`config.mk`:
```
export PLATFORM = sky130hd
export DESIGN_NAME = mem_port_arbiter
export DESIGN_NICKNAME = d
export VERILOG_FILES = /design/src/rtl/mem_port_arbiter_pkg.sv /design/src/rtl/rr_picker.sv /design/src/rtl/mem_port_arbiter.sv
export SDC_FILE = /design/constraint.sdc
export NUM_CORES = 1
export LEC_CHECK = 0
export BUFFER_PORTS_ARGS = -buffer_cell sky130_fd_sc_hd__buf_2
export CORE_AREA = 2 2 130 132
export CTS_CLUSTER_SIZE = 14
export DETAILED_ROUTE_END_ITERATION = 8
export DIE_AREA = 0 0 132 134
export HOLD_SLACK_MARGIN = 0.03
export PLACE_DENSITY = 0.69
export SETUP_SLACK_MARGIN = 0.5
export SKIP_LAST_GASP = 1
export SLEW_MARGIN = 40
export SYNTH_ARGS = -nofsm -noshare
export SYNTH_HDL_FRONTEND = slang
export SYNTH_SLANG_ARGS = --single-unit
```
`constraint.sdc`:
```
create_clock -name clock -period 10.6 [get_ports clock]
set_clock_uncertainty 0.1 [all_clocks]
set_input_delay 2.12 -clock clock [delete_from_list [all_inputs] [get_ports clock]]
set_output_delay 2.12 -clock clock [all_outputs]
set_load 0.005 [all_outputs]
```
`src/rtl/mem_port_arbiter_pkg.sv`:
```
`default_nettype none
// ============================================================================
// Module      : mem_port_arbiter_pkg
// Description : Shared types for the memory-port arbiter and its picker.
// Revision    : 1.0 - initial release
// ============================================================================
package mem_port_arbiter_pkg;

  typedef logic [31:0] regval_t;

  typedef enum logic {
    ARB_FIXED       = 1'b0,
    ARB_ROUND_ROBIN = 1'b1
  } arb_mode_t;

  typedef enum logic [1:0] {
    IDLE = 2'd0,
    BUSY = 2'd1,
    DONE = 2'd2
  } arb_state_t;

endpackage : mem_port_arbiter_pkg
`default_nettype wire

```
`src/rtl/rr_picker.sv`:
```
`default_nettype none
// ============================================================================
// Module      : rr_picker
// Description : Combinational requester picker, fixed or rotating priority.
// Revision    : 1.0 - initial release
// ============================================================================
module rr_picker
  import mem_port_arbiter_pkg::*;
#(
  parameter int PORTS = 3,
  parameter int IW    = (PORTS > 1) ? $clog2(PORTS) : 1
) (
  input  logic [PORTS-1:0] i_req,
  input  logic [IW-1:0]    i_start,
  input  arb_mode_t        i_mode,
  output logic             o_any,
  output logic [IW-1:0]    o_index
);

  localparam logic [IW:0] c_ports = (IW+1)'(PORTS);

  logic [IW-1:0]      w_base;
  logic [2*PORTS-1:0] w_dbl;
  logic [PORTS-1:0]   w_rot;
  logic [IW-1:0]      w_off;
  logic [IW:0]        w_sum;

  // Rotate so the search origin sits at bit 0, then take the lowest set bit.
  assign w_base = (i_mode == ARB_FIXED) ? '0 : i_start;
  assign w_dbl  = {i_req, i_req} >> w_base;
  assign w_rot  = w_dbl[PORTS-1:0];

  always_comb begin
    w_off = '0;
    for (int j = PORTS - 1; j >= 0; j--) begin
      if (w_rot[j]) w_off = IW'(j);
    end
  end

  assign w_sum   = {1'b0, w_base} + {1'b0, w_off};
  assign o_any   = |i_req;
  assign o_index = (w_sum >= c_ports) ? IW'(w_sum - c_ports) : w_sum[IW-1:0];

endmodule : rr_picker
`default_nettype wire

```
`src/rtl/mem_port_arbiter.sv`:
```
`default_nettype none
// ============================================================================
// Module      : mem_port_arbiter
// Description : Merges PORTS request channels onto one memory bus, one
//               outstanding transaction, fixed/round-robin with timeout.
// Revision    : 1.0 - initial release
// ============================================================================
module mem_port_arbiter
  import mem_port_arbiter_pkg::*;
#(
  parameter int        PORTS   = 3,
  parameter int        WIDTH   = 32,
  parameter arb_mode_t MODE    = ARB_ROUND_ROBIN,
  parameter int        TIMEOUT = 255
) (
  input  logic             clock,
  input  logic             reset_n,
  input  logic [WIDTH-1:0] address        [PORTS],
  input  logic             address_enable [PORTS],
  input  logic             write_enable   [PORTS],
  input  logic [WIDTH-1:0] data_out       [PORTS],
  output logic [WIDTH-1:0] data_in,
  output logic             data_valid     [PORTS],
  output logic             error          [PORTS],
  output logic [WIDTH-1:0] mem_address,
  output logic             mem_read,
  output logic             mem_write,
  output logic [WIDTH-1:0] mem_write_data,
  input  logic [WIDTH-1:0] mem_read_data,
  input  logic             mem_ready
);

  localparam int             IW          = (PORTS > 1) ? $clog2(PORTS) : 1;
  localparam int             CW          = (TIMEOUT > 0) ? $clog2(TIMEOUT + 1) : 1;
  localparam logic [IW-1:0]  c_last_init = IW'(PORTS - 1);
  localparam logic [CW-1:0]  c_timeout   = CW'(TIMEOUT);
  localparam logic [CW-1:0]  c_cnt_max   = '1;

  arb_state_t       r_state;
  logic [IW-1:0]    r_grant;
  logic [IW-1:0]    r_last;
  logic [CW-1:0]    r_cnt;
  logic             r_rd;
  logic             r_wr;
  logic             r_we;
  logic [PORTS-1:0] r_valid;
  logic [PORTS-1:0] r_err;
  logic [WIDTH-1:0] r_data_in;
  logic [WIDTH-1:0] r_addr;
  logic [WIDTH-1:0] r_wdata;

  logic [PORTS-1:0] w_req;
  logic [IW-1:0]    w_start;
  logic             w_any;
  logic [IW-1:0]    w_pick;
  logic [CW-1:0]    w_cnt_next;
  logic             w_timeout;

  for (genvar i = 0; i < PORTS; i++) begin : g_chan
    assign w_req[i]      = address_enable[i];
    assign data_valid[i] = r_valid[i];
    assign error[i]      = r_err[i];
  end

  assign w_start = (r_last == c_last_init) ? '0 : r_last + 1'b1;

  rr_picker #(
    .PORTS (PORTS),
    .IW    (IW)
  ) u_picker (
    .i_req   (w_req),
    .i_start (w_start),
    .i_mode  (MODE),
    .o_any   (w_any),
    .o_index (w_pick)
  );

  // Saturating count of BUSY cycles; never wraps back into a false timeout.
  assign w_cnt_next = (r_cnt == c_cnt_max) ? r_cnt : r_cnt + 1'b1;
  assign w_timeout  = (TIMEOUT != 0) && (w_cnt_next == c_timeout);

  always_ff @(posedge clock or negedge reset_n) begin
    if (!reset_n) begin
      r_state   <= IDLE;
      r_grant   <= '0;
      r_last    <= c_last_init;
      r_cnt     <= '0;
      r_rd      <= 1'b0;
      r_wr      <= 1'b0;
      r_we      <= 1'b0;
      r_valid   <= '0;
      r_err     <= '0;
      r_data_in <= '0;
      r_addr    <= '0;
      r_wdata   <= '0;
    end else begin
      r_valid <= '0;
      r_err   <= '0;
      case (r_state)
        IDLE: begin
          if (w_any) begin
            r_grant <= w_pick;
            r_last  <= w_pick;
            r_addr  <= address[w_pick];
            r_wdata <= data_out[w_pick];
            r_we    <= write_enable[w_pick];
            r_rd    <= !write_enable[w_pick];
            r_wr    <= write_enable[w_pick];
            r_cnt   <= '0;
            r_state <= BUSY;
          end
        end
        BUSY: begin
          // A ready arriving on the timeout cycle still completes normally.
          if (mem_ready) begin
            r_rd             <= 1'b0;
            r_wr             <= 1'b0;
            r_valid[r_grant] <= 1'b1;
            if (!r_we) r_data_in <= mem_read_data;
            r_state          <= DONE;
          end else begin
            r_cnt <= w_cnt_next;
            if (w_timeout) begin
              r_rd           <= 1'b0;
              r_wr           <= 1'b0;
              r_err[r_grant] <= 1'b1;
              r_state        <= DONE;
            end
          end
        end
        DONE:    r_state <= IDLE;
        default: r_state <= IDLE;
      endcase
    end
  end

  assign data_in        = r_data_in;
  assign mem_address    = r_addr;
  assign mem_read       = r_rd;
  assign mem_write      = r_wr;
  assign mem_write_data = r_wdata;

endmodule : mem_port_arbiter
`default_nettype wire

```
Word level (Yosys, flattened, before mapping) --
Cells that the tools add are included.
Word-level totals: flip-flop bits (word level) 119, input port bits 233, output and inout bits 104, word-level logic and storage cells 75
Cells by class: $add $sub $neg 4, $lt $le $gt $ge 4, equality and inequality tests 7, shifts and indexed selects 1, multiplexer cells 35, bitwise operators 2, reduce and logical (&&, ||, !) cells 10
Operator list (count):
- binary-select mux 32 bit (select 2 bit) | 2
- two-way mux 32 bit | 4
- two-way mux 8 bit | 3
- equality test 8 bit, second input constant | 2
- two-way mux 2 bit | 8
- one-hot mux 8 bit (2 select lines) | 1
- two-way mux 3 bit | 5
- AND reduction 3 bit | 3
- adder 8 x 1 -> 8 bit, second input constant | 1
- two-way mux 1 bit | 7
- >> shifter 6 x 2 -> 3 bit | 1
- one-hot mux 1 bit (2 select lines) | 2
- one-hot mux 2 bit (2 select lines) | 1
- AND reduction 2 bit | 2
- adder 2 x 2 -> 3 bit | 1
- greater-or-equal comparator 3 x 2 -> 1 bit, second input constant | 1
- greater-or-equal comparator 3 bit, second input constant | 1
- less-than comparator 2 x 3 -> 1 bit, second input constant | 1
- inequality test 3 bit, second input constant | 1
- NOT 2 -> 3 bit | 1
- OR reduction 3 bit | 1
- adder 2 x 1 -> 2 bit, second input constant | 1
- binary-select mux 1 bit (select 2 bit) | 1
- demux 1 bit (select 2 bit) | 1
- 11 further kinds | 11

Depth between registers and ports, before layout --
Gate-level depths: netlist (run 1).
word-level depth 16, depth in mapped cells 14, mapped depth without buffers 11

Modules after synthesis --
From an unflattened synthesis (run 1), not the netlist that was laid out.
Unflattened totals: cells, all modules 660, area, all modules 6183.4 µm²
Modules (own cells, without submodules):
- mem_port_arbiter | times used 1, cells each 634, area each 5982.0 µm², sequential area each 2954.1 µm²
- rr_picker | times used 1, cells each 26, area each 201.4 µm², sequential area each 0.0 µm²

Least setup slack after synthesis (run 1) --
OpenSTA, ideal clock, no wires.
path kind input -> register, start point input port address_enable[2] (netlist name), end point register r_addr[10] (netlist: mem_address[10]), setup time 0.126 ns, arrival 4.996 ns, required time 10.374 ns, setup slack 5.379 ns, cell stages on the path 12, buffers on the path 2, cells stage by stage nand2b_1 -> a2111oi_0 -> a31o_2 -> fa_1 -> ha_1 -> o21ba_2 -> a21oi_1 -> clkbuf_1 -> buf_2 -> mux2_2 -> a221oi_1 -> nor2_1
Between the ends: cells in the longest elaborated chain, start to end 11
RTL lines:
- from (decl) | line mem_port_arbiter.sv:19 | input logic address_enable [PORTS],
- >> shifter 6 x 2 -> 3 bit | line rr_picker.sv:30 | assign w_dbl = {i_req, i_req} >> w_base;
- two-way mux 2 bit (3 in a row) | line rr_picker.sv:36 | if (w_rot[j]) w_off = IW'(j);
- adder 2 x 2 -> 3 bit | line rr_picker.sv:40 | assign w_sum = {1'b0, w_base} + {1'b0, w_off};
- greater-or-equal comparator 3 x 2 -> 1 bit or subtractor 2 bit (tied branches) | line rr_picker.sv:42 | assign o_index = (w_sum >= c_ports) ? IW'(w_sum - c_ports) : w_sum[IW-1:0];
- two-way mux 2 bit | line rr_picker.sv:42
- NOT 2 -> 3 bit (implied by the code) | line mem_port_arbiter.sv:104 | r_addr <= address[w_pick];
- binary-select mux 32 bit (select 2 bit) | line mem_port_arbiter.sv:104
- two-way mux 32 bit (implied by the code) (2 in a row) | line mem_port_arbiter.sv:104
- to (signal assigned) | line mem_port_arbiter.sv:104
- to (decl) | line mem_port_arbiter.sv:49 | logic [WIDTH-1:0] r_addr;
Several ways; a longest one is shown, not always the timed one. The select of a mux whose other input is x is not followed. A chain may end at the register's enable or synchronous reset.

Worst setup path in the final report (run 1) --
start point input port address_enable[2] (netlist name), end point register r_wdata[30] (netlist: mem_write_data[30])
Between the ends: cells in the longest elaborated chain, start to end 11
RTL lines:
- >> shifter 6 x 2 -> 3 bit | line rr_picker.sv:30
- two-way mux 2 bit (3 in a row) | line rr_picker.sv:36
- adder 2 x 2 -> 3 bit | line rr_picker.sv:40
- greater-or-equal comparator 3 x 2 -> 1 bit or subtractor 2 bit (tied branches) | line rr_picker.sv:42
- two-way mux 2 bit | line rr_picker.sv:42
- NOT 2 -> 3 bit (implied by the code) | line mem_port_arbiter.sv:105 | r_wdata <= data_out[w_pick];
- binary-select mux 32 bit (select 2 bit) | line mem_port_arbiter.sv:105
- two-way mux 32 bit (implied by the code) (2 in a row) | line mem_port_arbiter.sv:105
- to (signal assigned) | line mem_port_arbiter.sv:105
- to (decl) | line mem_port_arbiter.sv:50 | logic [WIDTH-1:0] r_wdata;
Several ways; a longest one is shown, not always the timed one. The select of a mux whose other input is x is not followed.

==> reports/metrics.yaml, run 1 <==
worst_setup_hold_path_clk_slew_ps: 50
floorplan.core_area_um2: 16290
hold_path.startpoint: "mem_write_data[9]"
timing.critical_path.buf_inv: 2
kind_of_end_point_of_the_critical_path: "flip-flop"
place.gp.congestion: 0.8797
mappedNetlistNets: 804
htree_levels: 4
vias: 5579
kind_of_cell_adding_the_most_delay_to_the_critical_path: "compound AO/OA/AOI/OAI gates"
groute.layer.met2.usage: 0.3354
power.static_leakage_nw: 3.995
power.internal_mw: 1.928
post_cts_buffers: 0
max_cap_viol_count: 0
reg2reg_to: "mem_write_data[30]"
worst-path-max-fanout: 40
netlist_area_um2: 5983
dieHeight_um: 134
holdPathEnd: "mem_write_data[9]"
power_frac_seq: 0.235
finalNonFillerCells: 1119
drt-vias-per-instance: 4.986
outcome: "complete, no violations"
timing_worst_setup_path_type: "in -> reg"
cts-resized-gates: 0
areaGrowthSynthToFinish_pct: 40.95
floorplan.die.width_um: 132
antenna_violations_before_repair: 2
total_switching_power_mw: 1.458
grt.met3_usage: 0.05556
maxClockFrequency_ghz: 0.1815
max_slew.worst_pin.slew_ps: 859.0
cellPowerDensity_nw_per_um2: 401.4
critical_path_arrival_ps: 5680
timing.critical_path.depth: 12
detail_placement_hpwl_mm: 13.12
timing.setup.tns_ps: 0
clock_tree_from_tritoncts: "done"
finalCriticalPeriod_ps: 5510
boundaryPins: 337
floorplan.initialDensity: 0.3673
total_number_of_clock_tree_sinks: 118
post-route-util: 0.5177
slowest_cp_cell: "sky130_fd_sc_hd__buf_4"
grt_most_used_layer: "met2"
synthesized_instance_count: 567
die_area_um2: 17690
groute.usage.overall: 0.2042
min_path_cells: 2
netSwitchingFraction: 0.4305
synth.area.top_cells: "sky130_fd_sc_hd__dfrtp_1 49%, sky130_fd_sc_hd__mux2_2 18%, sky130_fd_sc_hd__a221oi_1 9.5%"
synth-edff-count: 0
yosys_most_used_dff: "sky130_fd_sc_hd__dfrtp_1"
vdd_drop_max_v: 0.0004261
grt_pass1_wl_mm: 28.63
wl_per_cell_um: 16.26
final_hold_viol_count: 0
ys_seq_elements: 118
grt_start_max_net_pins: 84
dp.cells: 1086
via_count_of_the_first_global_routing_pass: 5471
rows: 47
synth.yosys.warnings: 0
fin_crit_sh: 0.5198
grt_setup_unrepaired: "false"
drt_wl_total_mm: 18.20
io_buffer_count: 336
slew_headroom: 0.4273
synth_top_area_cell: "sky130_fd_sc_hd__dfrtp_1"
placed_cell_area_um2: 7860
timing.final.setup_violations: 0
startpoint_type: "input pin"
power.share.combinational: 0.605
dr.first_iter.drc_count: 340
netlist-cell-type-count: 50
nNetsFinal: 1122
netlist.area_leader.share: 0.4893
clkPwrFrac: 0.160
reg2reg_depth: 12
postSynthAreaPerCell_um2: 10.55
rrSetupSlack_ps: 6450
holdWs_ps: 395.3
number_of_buffers_inserted_during_clock_tree_synthesis: 17
worst_r2r_src: "r_grant[0]"
met1_demand_to_capacity_share_in_global_routing: 0.2606
timing.critical_path.required_ps: 10770
grt_overflow: 0
cts.root.buffer_cell: "sky130_fd_sc_hd__clkbuf_16"
seq_area_frac_synth: 0.4937
clockBufferDepth: 2
drc: 0
number_of_nets_with_antenna_violations_after_detailed_routing: 0
detailedRoute.firstPassIterationCount: 4
holdBufCountCts: 0
drive_above_1_share: 0.5418
clock_latency_ps: 400
final_cell_area_excluding_filler_cells_um2: 8433
synth_commonest_cells: "142 x sky130_fd_sc_hd__nor2_1, 117 x sky130_fd_sc_hd__dfrtp_1, 96 x sky130_fd_sc_hd__mux2_2"
synth_most_common_cell: "sky130_fd_sc_hd__nor2_1"
worst_path_largest_cell_delay_ps: 540
final_count_of_pins_violating_max_slew: 0
final.fill_count: 1492
hold_path.class: "reg -> reg"
synth-async-reset-ratio: 1.000
crit_chain: "buf_2 > nand2b_1 > a2111oi_0 > a31o_2 > fa_1 > ha_1 > o21ba_2 > a21oi_4 > buf_4 > mux2_2 > a221oi_1 > nor2_1"
==> placed cells by master, fill, tap and decap left out, types with 7 or more instances in the layout <==
cell / n
sky130_fd_sc_hd__buf_2: 335
sky130_fd_sc_hd__nor2_1: 141
sky130_fd_sc_hd__dfrtp_1: 117
sky130_fd_sc_hd__mux2_2: 96
sky130_fd_sc_hd__a221oi_1: 65
sky130_fd_sc_hd__clkbuf_16: 17
sky130_fd_sc_hd__nand2_1: 10
sky130_fd_sc_hd__o21ai_0: 10
sky130_fd_sc_hd__nor3_1: 8
sky130_fd_sc_hd__nand3_1: 7
sky130_fd_sc_hd__buf_4: 7
==> kinds of logic after synthesis <==
kind of cell,share of synthesized area
adder cells (fa/ha/maj),0.009620
flip-flops,0.4937
multiplexers,0.1840
AND/OR/NAND/NOR,0.1384
buffers and inverters,0.03576
AO/OA/AOI/OAI,0.1384
==> state kept, by name, indices dropped and copies added, names as in the netlist <==
signal,count
r_state,2
r_grant,2
r_we,1
mem_address,32
r_last,1
r_err,3
mem_write,1
mem_read,1
mem_write_data,32
r_valid,3
data_in,32
r_cnt,8
==> routing by layer <==
| layer | up-vias | part of all wire |
|---|---|---|
| li1 | 2713 | - |
| met4 | 0 | 0.018 |
| met2 | 239 | 0.48 |
| met3 | 21 | 0.073 |
| met1 | 2606 | 0.43 |
| met5 | - | 0 |
==> stage by stage <==
step                worst slack (ps)  total power [mW]
global route                    4884             3.657
finish                          5090             3.385
detailed placement              4586             2.857
CTS                             5006             3.412
floorplan                       5379             2.239
global placement                4368             2.807
==> final cells by class <==
class	instances	area, um2	share of cell area
tap	220	275.3	0.03264
sequential	118	2954	0.3503
timing repair buffer	344	1758	0.2085
antenna	2	5.005	0.0005935
clock inverter	9	76.32	0.009050
inverter	5	18.77	0.002226
clock buffer	22	484.2	0.05742
multi-input combinational	399	2861	0.3393
==> worst register-to-register path, stage by stage, from the launching register on <==
cell                       delay, ps
sky130_fd_sc_hd__dfrtp_1         480
sky130_fd_sc_hd__nor2b_1         180
sky130_fd_sc_hd__a221oi_1        240
sky130_fd_sc_hd__a21oi_1          80
sky130_fd_sc_hd__ha_1            200
sky130_fd_sc_hd__fa_1            480
sky130_fd_sc_hd__ha_1            260
sky130_fd_sc_hd__o21ba_2         260
sky130_fd_sc_hd__a21oi_4         350
sky130_fd_sc_hd__buf_4           540
sky130_fd_sc_hd__mux2_2          430
sky130_fd_sc_hd__a221oi_1        340
sky130_fd_sc_hd__nor2_1           90
==> how the worst max path moves through the flow <==
stage	startpoint	endpoint	slack, ps
floorplan	address_enable[2]	mem_address[10]	5380
global placement	address_enable[2]	mem_address[0]	4370
detailed placement	address_enable[2]	mem_read	4590
CTS	address_enable[2]	mem_read	5010
global route	address_enable[2]	mem_write_data[30]	4880
finish	address_enable[2]	mem_write_data[30]	5090
==> power groups by stage <==
| stage | clock, mW | combinational (mW) | sequential [mW] |
|---|---|---|---|
| 4_1_cts | 0.554 | 2.06 | 0.797 |
| 3_3_place_gp | 0 | 2.01 | 0.793 |
| 3_5_place_dp | 0 | 2.06 | 0.799 |
| 5_1_grt | 0.577 | 2.26 | 0.823 |
| 6_report | 0.541 | 2.05 | 0.796 |
| 2_1_floorplan | 0 | 1.43 | 0.807 |
(Power assumes the default switching activity.)
==> inputs of run 2 (changes only) <==
Clock period 10.6 ns to 5.8 ns, I/O delays scaled along.
==> run 2 against run 1 <==
  * Clock power up 110%
  * Cell count up 0.18%
  * Register-to-register slack worse by 4800 ps
  * Utilization up 0.58 points
  * Critical path type unchanged
  * Flip-flop and latch count unchanged
  * Die area unchanged
  * Cell area up 1.1%
  * Hold slack better by 3.9 ps
==> reports/metrics.yaml, run 2 (synthesized netlist as in run 1, its figures left out) <==
grt_setup_unrepaired: "false"
clock_latency_ps: 410  # about the same
postLayoutSetupSlackWorst_ps: 1243  # -3846 ps
timing_worst_setup_path_type: "in -> reg"
drt-vias-per-instance: 5.047  # +1.2%
timing.critical_path.buf_inv: 2  # unchanged
dr.first_iter.drc_count: 243  # -29%
cellPowerDensity_nw_per_um2: 752.8  # +88%
mostFrequentLayoutCells: "335 x sky130_fd_sc_hd__buf_2, 141 x sky130_fd_sc_hd__nor2_1, 117 x sky130_fd_sc_hd__dfrtp_1"
fin_crit_sh: 0.7856
via_count_of_the_first_global_routing_pass: 5643  # +3.1%
place.gp.congestion: 0.8493  # -3.5%
most_common_cell_after_layout_fill_and_taps_aside: "sky130_fd_sc_hd__buf_2"
timing.final.setup_violations: 0  # unchanged
grt_start_max_net_pins: 72  # -14%
vias: 5658  # +1.4%
detail_placement_hpwl_mm: 13.45  # +2.5%
worst_r2r_src: "r_grant[0]"
max_cap_viol_count: 0  # unchanged
antenna_violations_before_repair: 0  # -2
wl_per_cell_um: 16.16  # -0.60%
grt_pass1_wl_mm: 28.86  # +0.82%
critical_path_arrival_ps: 4750  # -930 ps
cts-resized-gates: 0  # unchanged
nNetsFinal: 1125  # +0.27%
post_cts_buffers: 0  # unchanged
power.static_leakage_nw: 4.039  # +1.1%
finalCriticalPeriod_ps: 4557
worst_path_largest_cell_delay_ps: 560  # +20 ps
drc: 0  # unchanged
detailedRoute.firstPassIterationCount: 5  # +1
final_hold_viol_count: 0  # unchanged
timing.setup.tns_ps: 0  # unchanged
floorplan.initialDensity: 0.3673  # unchanged
cp-startpoint: "address_enable[2]"
rows: 47  # unchanged
diodes_inserted: 0  # -2
boundaryPins: 337  # unchanged
dieHeight_um: 134  # unchanged
number_of_buffers_inserted_during_clock_tree_synthesis: 17  # unchanged
cts.root.buffer_cell: "sky130_fd_sc_hd__clkbuf_16"
htree_levels: 4  # unchanged
holdBufCountCts: 0  # unchanged
maxClockFrequency_ghz: 0.2195
worst-path-max-fanout: 24  # -40%
drt_wl_total_mm: 18.12  # -0.42%
drive_above_1_share: 0.5427  # +0.0009243
crit_chain: "buf_2 > nand2b_1 > a2111oi_0 > a31o_2 > fa_1 > ha_1 > o21ba_2 > a21oi_4 > buf_4 > mux2_2 > a221oi_1 > nor2_1"
startpoint_type: "input pin"
vdd_drop_max_v: 0.0006152  # +44%
timing.critical_path.required_ps: 5990  # -4780 ps
total_number_of_clock_tree_sinks: 118  # unchanged
dpl_worst_slack_ps: 804.1  # -3782 ps
slew_headroom: 0.4752  # +0.04785
kind_of_cell_adding_the_most_delay_to_the_critical_path: "compound AO/OA/AOI/OAI gates"
floorplan.die.width_um: 132  # unchanged
worst_setup_hold_path_clk_slew_ps: 60  # about the same
final.fill_count: 1520  # +1.9%
outcome: "complete, no violations"
hold_path.class: "reg -> reg"
die_area_um2: 17690  # unchanged
cp-endpoint: "mem_write_data[18]"
number_of_nets_with_antenna_violations_after_detailed_routing: 0  # unchanged
floorplan.core_area_um2: 16290  # unchanged
grt_overflow: 0  # unchanged
io_buffer_count: 336  # unchanged
kind_of_end_point_of_the_critical_path: "flip-flop"
timing.critical_path.depth: 12  # unchanged
slowest_cp_cell: "sky130_fd_sc_hd__a21oi_4"
reg2reg_depth: 13  # +1
final_count_of_pins_violating_max_slew: 0  # unchanged
groute.usage.overall: 0.2051  # +0.0008278
reg2reg_to: "mem_write_data[18]"
max_slew.worst_pin.slew_ps: 787.2  # -71.78 ps
rrSetupSlack_ps: 1640  # -4810 ps
clockBufferDepth: 2  # unchanged
clock_tree_from_tritoncts: "done"
areaGrowthSynthToFinish_pct: 42.53
[run 2: changes by cell type in the layout (fill, tap and decap cells not counted)]
cell | previous run | this run
sky130_fd_sc_hd__bufinv_16 | 1 | 5
sky130_fd_sc_hd__buf_4 | 7 | 10
sky130_fd_sc_hd__nor3_1 | 8 | 9
sky130_fd_sc_hd__clkbuf_8 | 5 | 1
sky130_fd_sc_hd__nor3_2 | 3 | 2
sky130_fd_sc_hd__inv_6 | 0 | 1
sky130_fd_sc_hd__diode_2 | 2 | 0
sky130_fd_sc_hd__clkinvlp_4 | 1 | 2
sky130_fd_sc_hd__buf_6 | 0 | 1
sky130_fd_sc_hd__clkinv_2 | 6 | 4
[run 2: worst min path at each step]
stage | startpoint | to | slack (ps) | cells after the start
6_report | data_in[2] | data_in[2] | 400 | 1
5_1_grt | data_in[16] | data_in[16] | 420 | 1
4_1_cts | data_in[2] | data_in[2] | 400 | 1
3_5_place_dp | r_we | r_we | 390 | 1
3_3_place_gp | r_we | r_we | 380 | 1
2_1_floorplan | r_we | r_we | 350 | 1
[run 2: power by group]
part	total, mW	switching, mW	internal, mW
Clock	1.14	0.367	0.771
Sequential	1.45	0.213	1.24
Combinational	3.83	2.12	1.71
Total	6.42	2.70	3.72
[run 2: metal layers]
| layer | global-route usage | vias up | routed length (um) |
|---|---|---|---|
| met4 | 0.06824 | 0 | 244 |
| met1 | 0.2517 | 2667 | 7670 |
| li1 | - | 2712 | - |
| met2 | 0.3446 | 259 | 8889 |
| met5 | 0 | - | 0 |
| met3 | 0.06349 | 20 | 1313 |
[run 2: final cells by class]
class	count	area [um2]	share of cell area
repair buffers	347	1778	0.2085
inverters	5	18.77	0.002201
well taps	220	275.3	0.03228
clock inverters	13	202.7	0.02377
clock buffers	19	442.9	0.05194
flip-flops and latches	118	2954	0.3464
multi-input cells	399	2856	0.3349
[run 2: metrics by stage]
| step | utilization | cell area (um2) | instances | hold slack (ps) | power [mW] |
|---|---|---|---|---|---|
| floorplan | - | 5983 | 567 | 350.2 | 4.091 |
| global placement | 0.4824 | 7859 | 1088 | 383.4 | 5.204 |
| detailed placement | 0.4839 | 7883 | 1089 | 387.0 | 5.337 |
| CTS | 0.5235 | 8528 | 1121 | 401.6 | 6.502 |
| global route | 0.5235 | 8528 | 1121 | 416.1 | 6.943 |
| finish | 0.5235 | 8528 | 1121 | 399.2 | 6.420 |
